## config.mk

```make
export PLATFORM = sky130hd
export DESIGN_NAME = l2_expr_parser_flat
export DESIGN_NICKNAME = d
export VERILOG_FILES = /design/src/rtl/l2_expr_parser_if.sv /design/src/rtl/l2_expr_parser.sv /design/src/flat_wrapper.sv
export SDC_FILE = /design/constraint.sdc
export NUM_CORES = 1
export LEC_CHECK = 0
export CORE_ASPECT_RATIO = 1.2
export CORE_MARGIN = 2
export CORE_UTILIZATION = 42
export CTS_CLUSTER_SIZE = 20
export DETAILED_ROUTE_END_ITERATION = 8
export MAX_ROUTING_LAYER = met4
export PLACE_DENSITY_LB_ADDON = 0.08
export SYNTH_ARGS = -nofsm -noshare
export SYNTH_HDL_FRONTEND = slang
export SYNTH_SLANG_ARGS = --single-unit
```

## constraint.sdc

```tcl
create_clock -name clk -period 1.44 [get_ports clk]
set_input_delay 0.216 -clock clk [delete_from_list [all_inputs] [get_ports clk]]
set_output_delay 0.216 -clock clk [all_outputs]
set_load 0.01 [all_outputs]
```

## src/rtl/l2_expr_parser_if.sv

```systemverilog
// Byte-stream and adder-side signals for the expression parser.
// master = parser side, slave = the receiver/adder environment.
interface l2_expr_parser_if;
    logic [7:0] rx_data;
    logic       rx_valid;
    logic       L2_adder_rdy;
    logic [7:0] Gl_r1;
    logic [7:0] Gl_r2;
    logic       Gl_subtract;
    logic       Gl_adder_start;
    logic       busy;
    logic       err;
    logic       drop;

    modport master (
        input  rx_data, rx_valid, L2_adder_rdy,
        output Gl_r1, Gl_r2, Gl_subtract, Gl_adder_start, busy, err, drop
    );

    modport slave (
        output rx_data, rx_valid, L2_adder_rdy,
        input  Gl_r1, Gl_r2, Gl_subtract, Gl_adder_start, busy, err, drop
    );
endinterface

```

## src/rtl/l2_expr_parser.sv

```systemverilog
// Parses ASCII "digit op digit terminator" expressions and launches the
// single-digit adder, holding operands until ready or timeout.
module l2_expr_parser #(
    parameter int unsigned RDY_TIMEOUT = 16
) (
    input logic             clk,
    input logic             Gl_rst,
    l2_expr_parser_if.master bus
);
    localparam int CW = $clog2(RDY_TIMEOUT) + 1;
    localparam logic [CW-1:0] TERM = CW'(RDY_TIMEOUT - 1);

    typedef enum logic [2:0] {IDLE, GOT_R1, GOT_OP, GOT_R2, WAIT_RDY} state_t;

    state_t        state;
    logic [CW-1:0] cnt;
    logic          is_digit, is_op, is_term, is_space, take;

    always_comb begin
        is_digit = (bus.rx_data >= 8'h30) && (bus.rx_data <= 8'h39);
        is_op    = (bus.rx_data == 8'h2B) || (bus.rx_data == 8'h2D);
        is_term  = (bus.rx_data == 8'h3D) || (bus.rx_data == 8'h0D);
        is_space = (bus.rx_data == 8'h20);
        // Spaces are swallowed while parsing; only real bytes advance the FSM.
        take     = bus.rx_valid && !is_space;
    end

    always_ff @(posedge clk) begin
        if (Gl_rst) begin
            state              <= IDLE;
            cnt                <= '0;
            bus.Gl_r1          <= '0;
            bus.Gl_r2          <= '0;
            bus.Gl_subtract    <= 1'b0;
            bus.Gl_adder_start <= 1'b0;
            bus.busy           <= 1'b0;
            bus.err            <= 1'b0;
            bus.drop           <= 1'b0;
        end else begin
            bus.Gl_adder_start <= 1'b0;
            bus.err            <= 1'b0;
            bus.drop           <= 1'b0;
            case (state)
                IDLE: if (take) begin
                    if (is_digit) begin
                        bus.Gl_r1 <= bus.rx_data;
                        state     <= GOT_R1;
                    end else begin
                        bus.err <= 1'b1;
                    end
                end
                GOT_R1: if (take) begin
                    if (is_op) begin
                        bus.Gl_subtract <= (bus.rx_data == 8'h2D);
                        state           <= GOT_OP;
                    end else begin
                        bus.err <= 1'b1;
                        state   <= IDLE;
                    end
                end
                GOT_OP: if (take) begin
                    if (is_digit) begin
                        bus.Gl_r2 <= bus.rx_data;
                        state     <= GOT_R2;
                    end else begin
                        bus.err <= 1'b1;
                        state   <= IDLE;
                    end
                end
                GOT_R2: if (take) begin
                    if (is_term) begin
                        bus.Gl_adder_start <= 1'b1;
                        bus.busy           <= 1'b1;
                        cnt                <= '0;
                        state              <= WAIT_RDY;
                    end else begin
                        bus.err <= 1'b1;
                        state   <= IDLE;
                    end
                end
                WAIT_RDY: begin
                    bus.drop <= bus.rx_valid;
                    // Ready takes priority over the terminal count.
                    if (bus.L2_adder_rdy) begin
                        bus.busy <= 1'b0;
                        state    <= IDLE;
                    end else if (cnt == TERM) begin
                        bus.err  <= 1'b1;
                        bus.busy <= 1'b0;
                        state    <= IDLE;
                    end else begin
                        cnt <= cnt + 1'b1;
                    end
                end
                default: state <= IDLE;
            endcase
        end
    end
endmodule
```

## src/flat_wrapper.sv

```systemverilog
// flat-port wrapper written by rule: the top's interface ports become plain ports
module l2_expr_parser_flat 
#(
    parameter int unsigned RDY_TIMEOUT = 16
)
  (clk, Gl_rst, bus_rx_data, bus_rx_valid, bus_L2_adder_rdy, bus_Gl_r1, bus_Gl_r2, bus_Gl_subtract, bus_Gl_adder_start, bus_busy, bus_err, bus_drop);
  l2_expr_parser_if bus_i ();
  input logic clk;
  input logic Gl_rst;
  input wire logic [$bits(bus_i.rx_data)-1:0] bus_rx_data;
  input wire logic [$bits(bus_i.rx_valid)-1:0] bus_rx_valid;
  input wire logic [$bits(bus_i.L2_adder_rdy)-1:0] bus_L2_adder_rdy;
  output wire logic [$bits(bus_i.Gl_r1)-1:0] bus_Gl_r1;
  output wire logic [$bits(bus_i.Gl_r2)-1:0] bus_Gl_r2;
  output wire logic [$bits(bus_i.Gl_subtract)-1:0] bus_Gl_subtract;
  output wire logic [$bits(bus_i.Gl_adder_start)-1:0] bus_Gl_adder_start;
  output wire logic [$bits(bus_i.busy)-1:0] bus_busy;
  output wire logic [$bits(bus_i.err)-1:0] bus_err;
  output wire logic [$bits(bus_i.drop)-1:0] bus_drop;
  assign bus_i.rx_data = bus_rx_data;
  assign bus_i.rx_valid = bus_rx_valid;
  assign bus_i.L2_adder_rdy = bus_L2_adder_rdy;
  assign bus_Gl_r1 = bus_i.Gl_r1;
  assign bus_Gl_r2 = bus_i.Gl_r2;
  assign bus_Gl_subtract = bus_i.Gl_subtract;
  assign bus_Gl_adder_start = bus_i.Gl_adder_start;
  assign bus_busy = bus_i.busy;
  assign bus_err = bus_i.err;
  assign bus_drop = bus_i.drop;
  l2_expr_parser #(.RDY_TIMEOUT(RDY_TIMEOUT)) u_core (.clk(clk), .Gl_rst(Gl_rst), .bus(bus_i));
endmodule
```

==> flow_metrics.env <==
export IMPL_power_frac_seq_pct=56.6
export IMPL_setup_viol=5
export IMPL_tightest_slew_ns=0.366
export IMPL_ir_worst_vdd_v=0.000511
export IMPL_relSlewSlack_pct=75.6
export IMPL_use_met2_pct=35.0
export IMPL_final_cell_area_mm2=0.00195
export IMPL_crit_type="reg -> reg"
export IMPL_h_tree_depth=2
export IMPL_die_area_mm2=0.00332
export IMPL_cpMostUsedCell="ha_4"
export IMPL_hpwl_um=2170
export IMPL_synth_warnings=0
export IMPL_clock_latency_ns=0.33
export IMPL_synth_area_top_cells="dfxtp_1, mux2i_1, nor2_1, a21oi_1, and3b_1"
export IMPL_synth_avg_cell_area_um2=9.98
export IMPL_n_fill_cell=219
export IMPL_syn_cell_area_mm2=0.00121
export IMPL_synth_cell_type_count=38
export IMPL_start_kind="flip-flop"
export IMPL_drc=0
export IMPL_internal_power_mw=1.07
export IMPL_grt_use_met1_pct=27.9
export IMPL_yosysTopAreaCell="dfxtp_1"
export IMPL_n_antenna_cell=0
export IMPL_wirelength_um=3210
export IMPL_dieWidth_um=52.9
export IMPL_critPathMaxFanout=4
export IMPL_grt_first_pass_wirelength_um=5410
export IMPL_p_sw_share_pct=24.7
export IMPL_cts_root_buf="clkbuf_4"
export IMPL_drtAntennaViolNets=0
export IMPL_area_growth_pct=61.9
export IMPL_post_route_period_util_pct=102
export IMPL_cp_num_buf_inv=0
export IMPL_io_buffers=32
export IMPL_cts_num_sinks=29
export IMPL_final_hold_violation_count=0
export IMPL_core_area_mm2=0.00276
export IMPL_drive_gt1_share_pct=32.1
export IMPL_cts_max_path_buffers=2
export IMPL_ios=33
export IMPL_fin_skew_ns=0.00935
export IMPL_grt_overflow_total=0
export IMPL_routed_via_density=5.18
export IMPL_power_density_mw_per_mm2=730
export IMPL_period_minus_slack_ns=1.46
export IMPL_clk_pin_slew_ns=0.09
export IMPL_cpPeakStageDelay_ns=0.34
export IMPL_drt_iter0_markers=20
export IMPL_r2r_setup_slack_ns=-0.02
export IMPL_vias=1129
export IMPL_fp_dieH_um=62.7
export IMPL_path_delay_family="simple AND/OR/NAND/NOR gates"
export IMPL_path_cells="ha_4, and3_4, ha_4, nor2_4, nand3_2, xnor2_1, and2_1"
export IMPL_antenna_found_initial=0
export IMPL_status="finished, violations left"
export IMPL_hold_slack_ns=0.355
export IMPL_dpl_cell_area_mm2=0.00176
export IMPL_gp_congestion=0.799
export IMPL_cts_buffers=5
export IMPL_required_ns=1.67
export IMPL_yosys_area_top_type_share_pct=48.1
export IMPL_hp_class="in -> reg"
export IMPL_tritoncts="yes"
export IMPL_cp_end_kind="flip-flop"
export IMPL_pwr_share_clk_pct=33.6
export IMPL_grt_usage_pct=23.0
export IMPL_synthCells=121
export IMPL_cap_violations=0
export IMPL_top_usage_layer="met2"
export IMPL_synth_seq_area_share_pct=48.1
export IMPL_grtUsageMet3_pct=6.70
export IMPL_rsz0062_at_grt="true"
export IMPL_dr_pass1_iters=4
export IMPL_ys_seq_elements=29
export IMPL_cp_slowest_cell="dfxtp_2"
export IMPL_power_frac_comb_pct=9.9
export IMPL_leakagePower_nw=1.08
export IMPL_holdBufCountCts=0
export IMPL_initial_core_util_pct=43.8
export IMPL_max_freq_mhz=683
export IMPL_final_util_pct=70.8
export IMPL_rows=21
export IMPL_drv_slew=0
export IMPL_arrival_ns=1.70
export IMPL_violations="negative setup slack"
export IMPL_setup_ws_ns=-0.0250
export IMPL_nets=197
export IMPL_total_power_mw=1.43
export IMPL_syn_nets=135
export IMPL_grt_max_degree=17
export IMPL_switchingPower_mw=0.353
export IMPL_grt_pass1_vias=1160
export IMPL_wl_per_cell_um=14.7
==> power groups by stage <==
| stage | clock network [mW] | registers [mW] | logic, mW |
|---|---|---|---|
| 2_1_floorplan | 0 | 0.827 | 0.0463 |
| 5_1_grt | 0.530 | 0.807 | 0.152 |
| 6_report | 0.479 | 0.807 | 0.141 |
| 4_1_cts | 0.491 | 0.807 | 0.135 |
| 3_3_place_gp | 0 | 0.826 | 0.133 |
| 3_5_place_dp | 0 | 0.826 | 0.135 |
==> final cells by class <==
| type | instances | area (um2) | area share, % |
|---|---|---|---|
| clock buffer | 8 | 48.8 | 2.50 |
| multi-input combinational | 84 | 724 | 37.1 |
| inverter | 5 | 18.8 | 0.960 |
| tap | 34 | 42.5 | 2.18 |
| sequential | 29 | 587 | 30.0 |
| timing repair buffer | 58 | 533 | 27.3 |
==> per-layer routing <==
layer	vias up	share of wire, %
li1	555	-
met1	540	43
met2	27	50
met3	7	5.0
met4	0	1.9
met5	-	0
==> worst reg2reg max path, delay by kind of cell (launching register included) <==
kind          cells  cell delay [ns]
fa+ha+maj         2             0.32
xor+xnor          1             0.13
simple gates      4             0.58
flops             1             0.34
==> cells by family after synthesis <==
| kind of cell | Yosys count | share of synthesized area [%] |
|---|---|---|
| flops | 29 | 48.1 |
| compound gates | 18 | 9.64 |
| xor+xnor | 4 | 2.90 |
| fa+ha+maj | 2 | 2.07 |
| simple gates | 51 | 27.4 |
| mux | 9 | 7.46 |
| buf+inv | 8 | 2.49 |
==> cell usage in the layout (no fill, tap or decap), types with 2 or more instances in the layout <==
| cell type | Yosys | layout |
|---|---|---|
| o21ai_1 | 2 | 2 |
| xnor2_1 | 3 | 3 |
| mux2i_1 | 9 | 9 |
| ha_4 | 0 | 2 |
| clkbuf_1 | 2 | 3 |
| nor3b_1 | 4 | 2 |
| dfxtp_2 | 0 | 5 |
| dlygate4sd2_1 | 0 | 15 |
| nor2_1 | 13 | 12 |
| a31o_4 | 0 | 2 |
| and2_1 | 2 | 2 |
| clkbuf_4 | 0 | 5 |
| clkdlybuf4s50_1 | 0 | 4 |
| inv_1 | 5 | 5 |
| nor3b_2 | 0 | 2 |
| nand2_1 | 5 | 4 |
| nand3_2 | 1 | 3 |
| dfxtp_1 | 29 | 24 |
| nor3_2 | 0 | 3 |
| nand4b_1 | 2 | 2 |
| a21oi_2 | 1 | 2 |
| buf_4 | 0 | 25 |
| dlymetal6s2s_1 | 0 | 13 |
| a21oi_1 | 8 | 7 |
| and3b_1 | 4 | 4 |
==> stage by stage <==
step	setup slack, ns	instances	setup TNS, ns
2_1_floorplan	-0.00637	121	-0.0120
3_3_place_gp	-0.438	207	-8.21
3_5_place_dp	-0.475	207	-8.94
6_report	-0.0250	218	-0.0673
5_1_grt	-0.0717	218	-0.339
4_1_cts	-0.0459	216	-0.156
==> flip-flops by register name, indices dropped and copies added, names as in the netlist <==
signal	cells
u_core.bus.Gl_subtract	1
u_core.bus.Gl_adder_start	1
u_core.bus.Gl_r2	8
u_core.state	3
u_core.cnt	5
u_core.bus.Gl_r1	8
u_core.bus.err	1
u_core.bus.drop	1
u_core.bus.busy	1
==> final timing paths <==
kind | start | endpoint | cells after the start
min reg2reg | u_core.bus.Gl_r2[4] | u_core.bus.Gl_r2[4] | 2
max | u_core.cnt[1] | u_core.cnt[3] | 7
max reg2reg | u_core.cnt[1] | u_core.cnt[3] | 7
min | bus_rx_data[3] | u_core.bus.Gl_r2[3] | 4
==> cells in the mapped netlist <==
| cell | instances |
|---|---|
| nand3_2 | 1 |
| nor4_1 | 1 |
| nor3b_1 | 4 |
| o21ai_0 | 1 |
| buf_1 | 1 |
| and4b_1 | 1 |
| mux2i_1 | 9 |
| dfxtp_1 | 29 |
| nand4b_1 | 2 |
| nand4_1 | 1 |
| and3_1 | 2 |
| a21oi_1 | 8 |
| a21bo_1 | 1 |
| clkbuf_1 | 2 |
| nand2b_1 | 1 |
| a31o_2 | 3 |
| and2_1 | 2 |
| xnor2_1 | 3 |
| nor2_1 | 13 |
| o21ai_2 | 1 |
| inv_1 | 5 |
| or4b_4 | 1 |
| nor3_1 | 4 |
| and2b_1 | 1 |
| nand3_1 | 2 |
| nor4b_1 | 1 |
| nor4bb_1 | 1 |
| and3b_1 | 4 |
| nand2_1 | 5 |
| nor2b_1 | 1 |
| ha_1 | 2 |
| or4_1 | 1 |
| nor4_4 | 1 |
| nand4bb_1 | 1 |
| a21oi_2 | 1 |
| a21o_1 | 1 |
| xor2_1 | 1 |
| o21ai_1 | 2 |
==> repair_timing <==
item | CTS | global route
hold endpoints to repair | 0 | 0
pin swaps | 11 | 6
gates resized for setup | 30 | 20
buffers inserted | 1 | 2
setup endpoints to repair | 18 | 36
(Power assumes the default switching activity.)
==> patch 1 (same flow settings) <==
Make the reset (`Gl_rst`) asynchronous in one clocked block.
--- a/src/rtl/l2_expr_parser.sv
+++ b/src/rtl/l2_expr_parser.sv
@@ -27,3 +27,3 @@
 
-    always_ff @(posedge clk) begin
+    always_ff @(posedge clk or posedge Gl_rst) begin
         if (Gl_rst) begin
Function: differs if Gl_rst is asserted again (counterexample within 4 cycles, from zero or initial values and one cycle with Gl_rst high); with Gl_rst held inactive, the same outputs for 10 cycles.
==> patch 1 against the unedited design <==
Clock skew up 0.0022 ns; area after synthesis rose by 11%; sequential cell count is the same; setup slack got worse by 0.27 ns; routed wire length rose by 15%; highest routed layer unchanged; the run still ends with setup timing left; cell area increased by 19%.
Power is not compared: it rests on default switching activity, and its combinational part moved more than twofold at a synthesized area within 25%.
==> patch 1: results (changes against the unedited design) <==
outcome complete, but fails checks; failing checks setup timing; multiplexer fraction of the synthesized cell area 0.0909 (+0.0163); area fraction in compound gates after synthesis 0.0900 (-0.00640); pre-CTS setup slack -0.830 ns (-0.355 ns); adder and majority gate portion of the synthesized area 0.0187 (-0.00198); Async SR Flop Fraction 1.00 (+1.00); hold crit path type primary input to async pin; Synth top cells by count dfrtp_1 (29), mux2_1 (5), nand2_1 (5), nor2_1 (5); slew at the pin closest to its max-slew limit 0.363 ns (-0.00232 ns); category of cells accounting for the largest share of critical-path delay compound AO/OA/AOI/OAI gates; cell type of the slowest stage on the worst timing path dfrtp_1; delay contributed by the slowest stage of the critical path 0.40 ns (+0.06 ns); Avg WL per Cell 15.5 µm (+5.3%); detailed placer's ending HPWL 2.52 mm (+16%); Fill cells 211 (-3.7%); total via count after detailed routing 1230 (+8.9%); post-route setup slack -0.292 ns (-0.267 ns); Main synth FF type dfrtp_1; pin count of the biggest net entering global routing 30 (+13); final weighted congestion in routability-driven placement 0.866 (+8.4%); ratio of cells with drive above 1 in the final layout 0.532 (+0.211); GRT Resource Usage Total 0.228 (-0.00157); first-pass GRT wire length 6.06 mm (+12%); final setup skew 0.0115 ns (+0.00216 ns); distinct cell type count after synthesis 44 (+16%); Setup-failing EPs final 24 (+19)
patch 1: cell count changes after synthesis, sizes merged, moves of 7 or more:
cell | unedited run | this run
mux2 | 0 | 9
mux2i | 9 | 2
nor2 | 13 | 5
a21oi | 9 | 1
dfxtp | 29 | 0
dfrtp | 0 | 29
patch 1: final cells by class:
type	instances	share of cell area
clock inverters	2	0.0161
clock buffers	6	0.0220
well taps	36	0.0193
inverters	5	0.00913
multi-input cells	75	0.313
repair buffers	86	0.308
flip-flops and latches	29	0.312
patch 1: metal layers:
layer,routed length [µm],track usage,vias up
li1,-,-,587
met1,1450,0.234,608
met2,2040,0.402,28
met3,147,0.0591,7
met4,71,0.119,0
met5,0,-,-
patch 1: repair_timing:
item,CTS,global route
resized for setup,72,15
setup endpoints to repair,47,29
pin swaps,14,9
setup buffers,14,8
patch 1: metrics by stage:
step | TNS, ns | hold slack [ns] | area, µm² | cells | util
after floorplan | -3.18 | 0.294 | 1400 | 110 | -
after global placement | -17.81 | 0.452 | 2040 | 215 | 0.666
after detailed placement | -18.38 | 0.458 | 2040 | 215 | 0.666
after CTS | -3.36 | 0.232 | 2270 | 237 | 0.744
after global routing | -4.28 | 0.253 | 2330 | 239 | 0.763
final | -3.16 | 0.235 | 2330 | 239 | 0.763
patch 1: path summary, 6_finish.rpt:
kind	startpoint	to	slack, ns	cells past startpoint
max	u_core.cnt[1]	u_core.cnt[3]	-0.29	7
min	Gl_rst	u_core.bus.Gl_r2[2]	0.24	3
max reg2reg	u_core.cnt[1]	u_core.cnt[3]	-0.29	7
min reg2reg	u_core.bus.Gl_r2[4]	u_core.bus.Gl_r2[4]	0.48	1
max in group asynchronous	Gl_rst	u_core.state[0]	0.91	3
min in group clk	bus_rx_data[0]	u_core.bus.Gl_r2[0]	0.25	3
==> patch 2 (same settings) <==
Made on the original files. `RDY_TIMEOUT` is set to 16 in 2 places; all go to 32.
--- a/src/rtl/l2_expr_parser.sv
+++ b/src/rtl/l2_expr_parser.sv
@@ -3,3 +3,3 @@
 module l2_expr_parser #(
-    parameter int unsigned RDY_TIMEOUT = 16
+    parameter int unsigned RDY_TIMEOUT = 32
 ) (
--- a/src/flat_wrapper.sv
+++ b/src/flat_wrapper.sv
@@ -3,3 +3,3 @@
 #(
-    parameter int unsigned RDY_TIMEOUT = 16
+    parameter int unsigned RDY_TIMEOUT = 32
 )
Function: same outputs for any inputs over 10 cycles, from zero or initial values and one cycle with Gl_rst high; that may be too few to reach the edited logic, so the function may still have changed.
==> patch 2 against the unedited design <==
The flow still finishes with violations (setup timing); final cell count up 13%; critical path depth down 3; non-clock buffer count up 7; power up 5.5%; routed wire length up 8.4%; area after synthesis up 11%; cell area up 8.2%; setup slack worse by 0.16 ns; sequential cell count up 1.
==> patch 2: results (changes against the unedited design) <==
distinct cell type count after synthesis 44 (+16%); failing checks setup timing; clock buffer count in the final layout 6 (-2); pin count of the biggest net entering global routing 19 (+2); post-place instance area 0.00189 mm² (+7.5%); sequential cell area 607 µm² (+3.4%); leading cell types by total area after synthesis dfxtp_1 (45%), mux2i_1 (6.7%), nand2_1 (4.7%); Power Density 712 mW/mm² (-2.4%); Setup-failing EPs final 16 (+11); xor and xnor area share after synthesis 0.0326 (+0.00354); nets in the synthesized netlist 156 (+16%); clk cell area share 0.0302 (+0.00521); final weighted congestion in routability-driven placement 0.944 (+18%); M1 GR Usage 0.219 (-0.0594); Max VDD drop 0.622 mV (+22%); crit path DAT 1.86 ns (+0.16 ns); final setup skew 0.0111 ns (+0.00171 ns); number of logic inverters in the finished layout 6 (+1); global routing usage on met3 0.0587 (-0.00828); outcome complete, but fails checks; pre-CTS setup slack -0.621 ns (-0.147 ns); post-route setup slack -0.183 ns (-0.158 ns); part of the Yosys area used for sequential elements 0.447 (-0.0343); area fraction in compound gates after synthesis 0.113 (+0.0162); multiplexer fraction of the synthesized cell area 0.0670 (-0.00763)
==> patch 2: cell types whose count changed after synthesis, sizes merged, moves of 3 or more <==
| cell | delta |
|---|---|
| nor4 | +3 |
| a21oi | -5 |
| a31o | -3 |
| o21a | +3 |
| and3 | +4 |
| and3b | -4 |
| nor3b | -3 |
| a31oi | +3 |
| nand2 | +12 |
| xor2 | +3 |
==> patch 2: tightest hold or removal path, delay by kind of cell <==
kind                   cells  cell delay (ns)
buffers and inverters      1             0.27
muxes                      1             0.06
and+or+nand+nor            1             0.08
==> patch 2: final timing paths <==
kind / start / end / slack (ns) / cells past startpoint
max reg2reg: u_core.state[2] / u_core.cnt[1] / -0.18 / 4
min reg2reg: u_core.bus.Gl_r1[2] / u_core.bus.Gl_r1[2] / 0.46 / 2
max: u_core.state[2] / u_core.cnt[1] / -0.18 / 4
min: bus_rx_data[0] / u_core.bus.Gl_r2[0] / 0.36 / 3
